--- src/rtl/frame_pkg.sv ---
// -----------------------------------------------------------------------------
// frame_pkg
// Shared definitions for the frame write scheduler slice.
//   - state_t          : scheduler FSM states (IDLE, GRANT, STREAM, DONE)
//   - DATA_W_DEF       : default pixel byte width
//   - FRAME_BYTES_DEF  : default bytes per frame (100x100 headless 24-bit BMP)
//   - SRC_LIVE/SRC_PATTERN : source indices (live frame buffer, test pattern)
//   - src_onehot()     : source index -> one-hot grant vector
// -----------------------------------------------------------------------------
package frame_pkg;

    localparam int DATA_W_DEF      = 8;
    localparam int FRAME_BYTES_DEF = 30000;

    localparam int SRC_LIVE    = 0;
    localparam int SRC_PATTERN = 1;

    typedef enum logic [1:0] {
        IDLE   = 2'd0,
        GRANT  = 2'd1,
        STREAM = 2'd2,
        DONE   = 2'd3
    } state_t;

    function automatic logic [1:0] src_onehot(input logic idx);
        return idx ? 2'b10 : 2'b01;
    endfunction

endpackage

--- src/rtl/rr_arbiter2.sv ---
// -----------------------------------------------------------------------------
// rr_arbiter2
// Combinational two-way round-robin pick.
//   req     in  2 : per-source request
//   rr_last in  1 : index of the source granted most recently
//   winner  out 2 : one-hot winner, 0 when nobody requests
// On a tie the source that was not granted last wins.
// -----------------------------------------------------------------------------
module rr_arbiter2
    import frame_pkg::*;
(
    input  logic [1:0] req,
    input  logic       rr_last,
    output logic [1:0] winner
);

    always_comb begin
        winner = 2'b00;
        case (req)
            2'b01:   winner = 2'b01;
            2'b10:   winner = 2'b10;
            2'b11:   winner = src_onehot(!rr_last);
            default: winner = 2'b00;
        endcase
    end

endmodule

--- src/rtl/frame_write_scheduler.sv ---
// -----------------------------------------------------------------------------
// frame_write_scheduler
// Grants one of two pixel-byte sources to the image writer, round-robin, and
// streams exactly FRAME_BYTES bytes from it before re-arbitrating.
//
// Ports:
//   clk, reset            : clock (rising edge), synchronous active-high reset
//   req[1:0]              : per-source frame request (sampled in IDLE only)
//   src_data[2*DATA_W-1:0]: src0 byte in low lane, src1 byte in high lane
//   src_valid[1:0]        : per-source byte valid
//   src_ready[1:0]        : per-source ready, only the granted bit can be set
//   wr_stall              : writer backpressure (1 = no transfer)
//   wr_data, wr_en        : byte to writer, registered one cycle after handshake
//   grant[1:0]            : one-hot owner, 0 when idle
//   busy                  : high in GRANT/STREAM/DONE
//   frame_done            : one-cycle pulse alongside the last byte's wr_en
//   byte_count            : bytes transferred in the current frame
//
// Optional build macro FRAME_CHECKSUM_EN adds frame_sum[15:0], the modulo-2^16
// sum of the frame's bytes, valid from frame_done until the next GRANT.
// -----------------------------------------------------------------------------
module frame_write_scheduler
    import frame_pkg::*;
#(
    parameter int DATA_W      = DATA_W_DEF,
    parameter int FRAME_BYTES = FRAME_BYTES_DEF,
    parameter int CNT_W       = $clog2(FRAME_BYTES + 1)
) (
    input  logic                clk,
    input  logic                reset,
    input  logic [1:0]          req,
    input  logic [2*DATA_W-1:0] src_data,
    input  logic [1:0]          src_valid,
    output logic [1:0]          src_ready,
    input  logic                wr_stall,
    output logic [DATA_W-1:0]   wr_data,
    output logic                wr_en,
    output logic [1:0]          grant,
    output logic                busy,
    output logic                frame_done,
    output logic [CNT_W-1:0]    byte_count
`ifdef FRAME_CHECKSUM_EN
    ,
    output logic [15:0]         frame_sum
`endif
);

    state_t              state_reg;
    state_t              state_next;
    logic [1:0]          grant_reg;
    logic                rr_last_reg;
    logic [DATA_W-1:0]   wr_data_reg;
    logic                wr_en_reg;
    logic                frame_done_reg;
    logic [CNT_W-1:0]    byte_count_reg;

    logic [1:0]          winner;
    logic [1:0]          ready_vec;
    logic [1:0]          xfer_vec;
    logic [DATA_W-1:0]   byte_vec [2];
    logic [DATA_W-1:0]   sel_byte;
    logic                xfer;
    logic                last_byte;

    rr_arbiter2 u_arb (
        .req     (req),
        .rr_last (rr_last_reg),
        .winner  (winner)
    );

    // Per-source ready/handshake lanes; only the granted lane can be ready.
    for (genvar gi = 0; gi < 2; gi++) begin : g_src
        assign ready_vec[gi] = (state_reg == STREAM) && grant_reg[gi] && !wr_stall;
        assign xfer_vec[gi]  = ready_vec[gi] && src_valid[gi];
        assign byte_vec[gi]  = src_data[gi*DATA_W +: DATA_W];
    end

    assign xfer      = |xfer_vec;
    assign sel_byte  = grant_reg[SRC_PATTERN] ? byte_vec[SRC_PATTERN] : byte_vec[SRC_LIVE];
    assign last_byte = (byte_count_reg == CNT_W'(FRAME_BYTES - 1));

    // State register
    always_ff @(posedge clk) begin
        if (reset) begin
            state_reg <= IDLE;
        end else begin
            state_reg <= state_next;
        end
    end

    // Next-state logic
    always_comb begin
        state_next = state_reg;
        case (state_reg)
            IDLE:    if (req != 2'b00) state_next = GRANT;
            GRANT:   state_next = STREAM;
            STREAM:  if (xfer && last_byte) state_next = DONE;
            DONE:    state_next = IDLE;
            default: state_next = IDLE;
        endcase
    end

    // Datapath registers
    always_ff @(posedge clk) begin
        if (reset) begin
            grant_reg      <= 2'b00;
            rr_last_reg    <= 1'b1;     // src0 wins the first tie
            wr_data_reg    <= '0;
            wr_en_reg      <= 1'b0;
            frame_done_reg <= 1'b0;
            byte_count_reg <= '0;
        end else begin
            wr_en_reg      <= 1'b0;
            frame_done_reg <= 1'b0;
            case (state_reg)
                IDLE: begin
                    if (req != 2'b00) grant_reg <= winner;
                end
                GRANT: begin
                    byte_count_reg <= '0;
                end
                STREAM: begin
                    if (xfer) begin
                        wr_data_reg    <= sel_byte;
                        wr_en_reg      <= 1'b1;
                        byte_count_reg <= byte_count_reg + CNT_W'(1);
                        // Pulse lands in the same cycle as the last byte's wr_en
                        if (last_byte) frame_done_reg <= 1'b1;
                    end
                end
                DONE: begin
                    rr_last_reg <= grant_reg[SRC_PATTERN];
                    grant_reg   <= 2'b00;
                end
                default: ;
            endcase
        end
    end

`ifdef FRAME_CHECKSUM_EN
    logic [15:0] frame_sum_reg;

    always_ff @(posedge clk) begin
        if (reset) begin
            frame_sum_reg <= '0;
        end else if (state_reg == GRANT) begin
            frame_sum_reg <= '0;
        end else if (state_reg == STREAM && xfer) begin
            frame_sum_reg <= frame_sum_reg + 16'(sel_byte);
        end
    end

    assign frame_sum = frame_sum_reg;
`endif

    assign src_ready  = ready_vec;
    assign wr_data    = wr_data_reg;
    assign wr_en      = wr_en_reg;
    assign grant      = grant_reg;
    assign busy       = (state_reg != IDLE);
    assign frame_done = frame_done_reg;
    assign byte_count = byte_count_reg;

endmodule

--- config.mk ---
export PLATFORM = sky130hd
export DESIGN_NAME = frame_write_scheduler
export DESIGN_NICKNAME = d
export VERILOG_FILES = /design/src/rtl/frame_pkg.sv /design/src/rtl/rr_arbiter2.sv /design/src/rtl/frame_write_scheduler.sv
export SDC_FILE = /design/constraint.sdc
export NUM_CORES = 1
export LEC_CHECK = 0
export ABC_CLOCK_PERIOD_IN_PS = 4300
export CAP_MARGIN = 20
export CORE_UTILIZATION = 48
export DETAILED_ROUTE_END_ITERATION = 8
export GPL_ROUTABILITY_DRIVEN = 0
export GPL_TIMING_DRIVEN = 0
export PLACE_DENSITY = 0.82
export SYNTH_ARGS = -nofsm -noshare
export SYNTH_HDL_FRONTEND = slang
export SYNTH_SLANG_ARGS = --single-unit
--- constraint.sdc ---
create_clock -name clk -period 4.3 [get_ports clk]
set_input_delay 0.645 -clock clk [delete_from_list [all_inputs] [get_ports clk]]
set_output_delay 0.645 -clock clk [all_outputs]
set_load 0.03 [all_outputs]
Word level (Yosys, flattened, before mapping)
Index checks and enable logic that the tools add are counted.
{ "classes": {"addsub": 1, "eq_ne": 10, "mux": 12, "bitwise_logic": 2, "n_reduce_logical": 20} }
{ "ops": {"columns": ["operator", "count"], "rows": [
  ["one-hot mux 15 bit (2 select lines)", 1],
  ["adder 15 x 1 -> 15 bit, second input constant", 1],
  ["== test 15 bit, second input constant", 1],
  ["two-way mux 15 bit", 1],
  ["== test 2 bit, second input constant", 4],
  ["two-way mux 2 bit", 4],
  ["two-way mux 8 bit", 1],
  ["one-hot mux 2 bit (4 select lines)", 1],
  ["AND reduction 2 bit", 4],
  ["nonzero test 2 bit", 4],
  ["logical AND 1 bit", 7],
  ["one-hot mux 2 bit (3 select lines)", 1],
  ["== test 2 x 1 -> 1 bit, second input constant", 2],
  ["!= test 2 bit, second input constant", 2],
  ["one-hot mux 2 bit (2 select lines)", 1],
  ["OR reduction 2 bit", 2],
  ["OR reduction 3 bit", 1],
  ["logical NOT 2 bit", 1],
  ["two-way mux 1 bit", 2],
  ["!= test 2 x 1 -> 1 bit, second input constant", 1],
  ["NOT 1 bit", 2],
  ["logical NOT 1 bit", 1]
]} }
{ "totals": {"regBits": 30, "in_bits": 23, "out_inout_bits": 30} }

Depth between registers and ports, before layout
{ "depth": {"ltp_word": 8, "ltp_mapped": 8, "depth_no_buf": 6} }

Cells and area by module
Synthesis repeated with hierarchy kept, for this count alone.
{ "hier_totals": {"cells_unflattened": 175, "hier_area_um2": 1534.0} }
{ "by_module_without_submodules": {"columns": ["mod", "instances", "cells_each", "area_each_um2", "seq_area_each_um2"], "rows": [
  ["frame_write_scheduler", 1, 172, 1515.2, 600.6],
  ["rr_arbiter2", 1, 3, 18.8, 0.0]
]} }

Least setup slack after synthesis
No wires, ideal clock.
{ "synth_timing": {"path_type": "register to output", "start": "reg grant_reg[1], in the netlist grant[1]", "end": "out src_ready[1]", "arrival_ns": 1.344, "required_ns": 3.655, "path_slack_ns": 2.311, "path_stages_with_launch": 3, "path_cell_list": "dfxtp_1 -> buf_1 -> and2_1"} }
{ "synth_between": {"elab_chain_len": 2} }
{ "synth_rtl": {"columns": ["item", "line_no", "text"], "rows": [
  ["start, declared", "frame_write_scheduler.sv:50", "logic [1:0] grant_reg;"],
  ["start signal, assigned", "frame_write_scheduler.sv:117", "if (req != 2'b00) grant_reg <= winner;"],
  ["logical AND 1 bit (2 in series)", "frame_write_scheduler.sv:73", "assign ready_vec[gi] = (state_reg == STREAM) && grant_reg[gi] && !wr_stall;"],
  ["end, declared", "frame_write_scheduler.sv:34", "output logic [1:0] src_ready,"]
]} }
No other way between the ends.

Worst setup path in the final report
{ "layout_timing": {"start": "reg state_reg[0]", "end": "out src_ready[0]"} }
{ "layout_between": {"elab_chain_len": 3} }
{ "layout_rtl": {"columns": ["item", "line_no", "text"], "rows": [
  ["start, declared", "frame_write_scheduler.sv:48", "state_t state_reg;"],
  ["start signal, assigned", "frame_write_scheduler.sv:87", "state_reg <= state_next;"],
  ["== test 2 bit", "frame_write_scheduler.sv:73", null],
  ["logical AND 1 bit (2 in series)", "frame_write_scheduler.sv:73", null]
]} }
No other way between the ends.

==> reports/summary.txt <==
Status - finished clean
Adder-cell share of the synthesized area - 4.045%
Cts repair resizes - 0
DRT Wirelength - 4.081 mm
Critical path fanouts, max - 8
Die Y - 58.76 um
Synth Area in Simple Gates - 26.78%
# nets final - 266
Leak Pwr - 0.0007331 uW
Reg-to-Reg Start - state_reg[0]
Postcts setup bufs - 0
Combinational family with the most area after synthesis - simple AND/OR/NAND/NOR gates
Hold Buf Count CTS - 0
Register area - 600.6 um^2
Footprint of the multi-input gates - 898.4 um^2
FF-to-FF End - wr_data[5]
Min-delay src - byte_count[14]
Die area - 3453 um^2
Minimum hold slack - 494.6 ps
Max-cap violations - 0
Hold depth - 1
Num CTS Buffers - 5
CTS tree - done
Seq/Total Area, Yosys - 38.83%
Part of the cycle the worst path needs - 67.63%
Hold WC Path Type - flip-flop to flip-flop
Die width - 58.76 um
Synth Area in XOR/XNOR - 1.133%
First-pass GRT wire length - 6.969 mm
Ports - 53
Residual DRC - 0
Final Critical Period - 2908 ps
DR WL/cell - 14.47 um
Largest register FFs - 15
Cells after synthesis - 179
Worst Hold End - byte_count[14]
Final Util - 70.98%
Largest net degree at the start of global routing - 11
Fin Setup TNS - 0 ps
Clk sinks - 30
Asr flop ratio synth - 0%
Worst-margin pin slew - 656.5 ps
Final setup violation count - 0
GRT Resource Usage Total - 26.63%
Max rail drop VDD - 0.1841 mV
Post-synthesis cell area - 1546 um^2
Worst-Skew Late Latency - 340 ps
Reg2reg setup slack - 2220 ps
Crit Path Category - flip-flop to output port
Starting Density - 50.66%
Pre-Repair DR Iteration Count - 4
DP HPWL - 3.132 mm
Ys Warns - 0
FP Rows - 20
Syn_nets - 207
Drt initial violations - 66
H-Tree Level Count - 2
Fmax - 0.3439 GHz
Final Hold Viols - 0
Main synth FF type - dfxtp_1
Final Power - 718.9 uW
CTS Buffer Depth - 2
Worst R2R Path Depth - 8
Layout cells sized above 1 - 5.462%
N_diodes - 0
Reg clk slew, reported paths - 100 ps
Layout area overhead - 40.13%
Routed vias/inst - 5.745
Core area - 3053 um^2
RSZ-0062 raised after global routing - no
Antenna Nets Post-Route - 0
Average size of a mapped cell - 8.640 um^2
Library cells used by synthesis - 47
Worst Setup End Kind - output port
WP data required - 3650 ps
Post-synth EDFFs - 0
Post-route clock skew - 18.59 ps
Root Buffer - clkbuf_4
Fin. max-slew vios - 0
Synth Area in Compound Gates - 19.01%
Power Dens Cells - 331.7 nW/um^2
Layout filler cell count - 264
Vias - 1620
Multiplexer share of the synthesized area - 7.120%
Final instance area - 2167 um^2
GRT overflow - 0
Initial antenna violation count - 0
Vias in the first global route - 1602
IO Port Bufs - 52
Slew HR - 56.23%
Synth Register Bits - 30
Critical Path Source Type - flip-flop
Worst Path Arrival - 2260 ps
Area after DPL - 2122 um^2
-- routing by layer --
layer	vias to the layer above	wire [um]	GRT usage (%)
li1	784	-	-
met1	750	1639	30.34
met2	79	2026	44.64
met3	7	360	9.231
met4	0	55	12.24
met5	-	0	0
-- Yosys cell counts, types with 3 or more instances --
cell type | count | share of area, %
nor2_1 | 21 | 5.1
ha_1 | 5 | 4.0
nand4_1 | 3 | 1.2
a21oi_1 | 5 | 1.6
nor4_1 | 4 | 1.6
nand2_1 | 13 | 3.2
or4_1 | 3 | 1.5
inv_1 | 5 | 1.2
mux2i_1 | 11 | 7.1
dfxtp_1 | 30 | 39
o21ai_0 | 3 | 0.97
nor3_1 | 8 | 2.6
a211oi_1 | 8 | 3.9
nand2b_1 | 3 | 1.2
nand3_1 | 9 | 2.9
-- worst max-delay path, stage by stage, from the launching register on --
cell	delay (ps)
dfxtp_1	360
inv_1	90
ha_1	330
and2b_1	310
and2_1	160
clkdlybuf4s50_1	670
-- placed cells by master (no fill, tap or decap), types with 2 or more instances in the layout --
| cell type | netlist | final |
|---|---|---|
| ha_1 | 5 | 5 |
| a311oi_1 | 2 | 2 |
| o221a_2 | 2 | 2 |
| a21o_1 | 2 | 2 |
| o311ai_0 | 2 | 2 |
| dfxtp_1 | 30 | 30 |
| nand4_1 | 3 | 3 |
| o21ai_1 | 2 | 2 |
| buf_2 | 2 | 2 |
| o21a_1 | 2 | 2 |
| a31oi_1 | 2 | 2 |
| a21oi_1 | 5 | 5 |
| a211oi_1 | 8 | 8 |
| o21ai_0 | 3 | 3 |
| clkdlybuf4s50_1 | 0 | 52 |
| mux2i_1 | 11 | 11 |
| nor4_1 | 4 | 4 |
| nor2b_1 | 2 | 2 |
| nand3_1 | 9 | 9 |
| a32oi_1 | 2 | 2 |
| and2_1 | 2 | 2 |
| nor3_1 | 8 | 8 |
| nor2_1 | 21 | 21 |
| nand3b_1 | 2 | 2 |
| clkbuf_1 | 2 | 4 |
| nand2b_1 | 3 | 3 |
| or4_1 | 3 | 3 |
| xnor2_1 | 2 | 2 |
| inv_1 | 5 | 5 |
| clkbuf_4 | 0 | 5 |
| nand2_1 | 13 | 13 |
| buf_1 | 2 | 2 |
| a22o_1 | 2 | 2 |
-- through the flow --
stage,std cells,setup slack (ps)
3_5_place_dp,275,1445
4_1_cts,282,1416
2_1_floorplan,179,2311
5_1_grt,282,1266
3_3_place_gp,275,1467
6_report,282,1392
-- cells by family (layout without fill, tap and decap cells) --
family | Yosys count | after routing
and+or+nand+nor | 79 | 79
AOI/OAI and AO/OA | 40 | 40
DFF | 30 | 30
buffers and inverters | 12 | 71
muxes | 11 | 11
adders and majority gates | 5 | 5
xor gates and xnor gates | 2 | 2
-- power by group --
part	switching [uW]	total, uW	internal (uW)
combinational	146	253	107
clock	93.1	155	61.5
sequential	17.0	312	295
total	256	719	463
-- how the worst max path moves through the flow --
stage            startpoint            to  slack (ps)
2_1_floorplan      grant[1]  src_ready[1]        2310
3_3_place_gp       wr_stall  src_ready[1]        1470
3_5_place_dp       wr_stall  src_ready[0]        1450
4_1_cts        state_reg[0]  src_ready[0]        1420
5_1_grt        state_reg[0]  src_ready[0]        1270
6_report       state_reg[0]  src_ready[0]        1390
-- final cells by class --
type | instances | area share, %
plain buffers | 6 | 1.155
clock buffers | 7 | 2.079
inverters | 6 | 1.039
multi-input cells | 137 | 41.45
flip-flops and latches | 30 | 27.71
well taps | 44 | 2.540
repair buffers | 52 | 24.02
(Power assumes the default switching activity.)
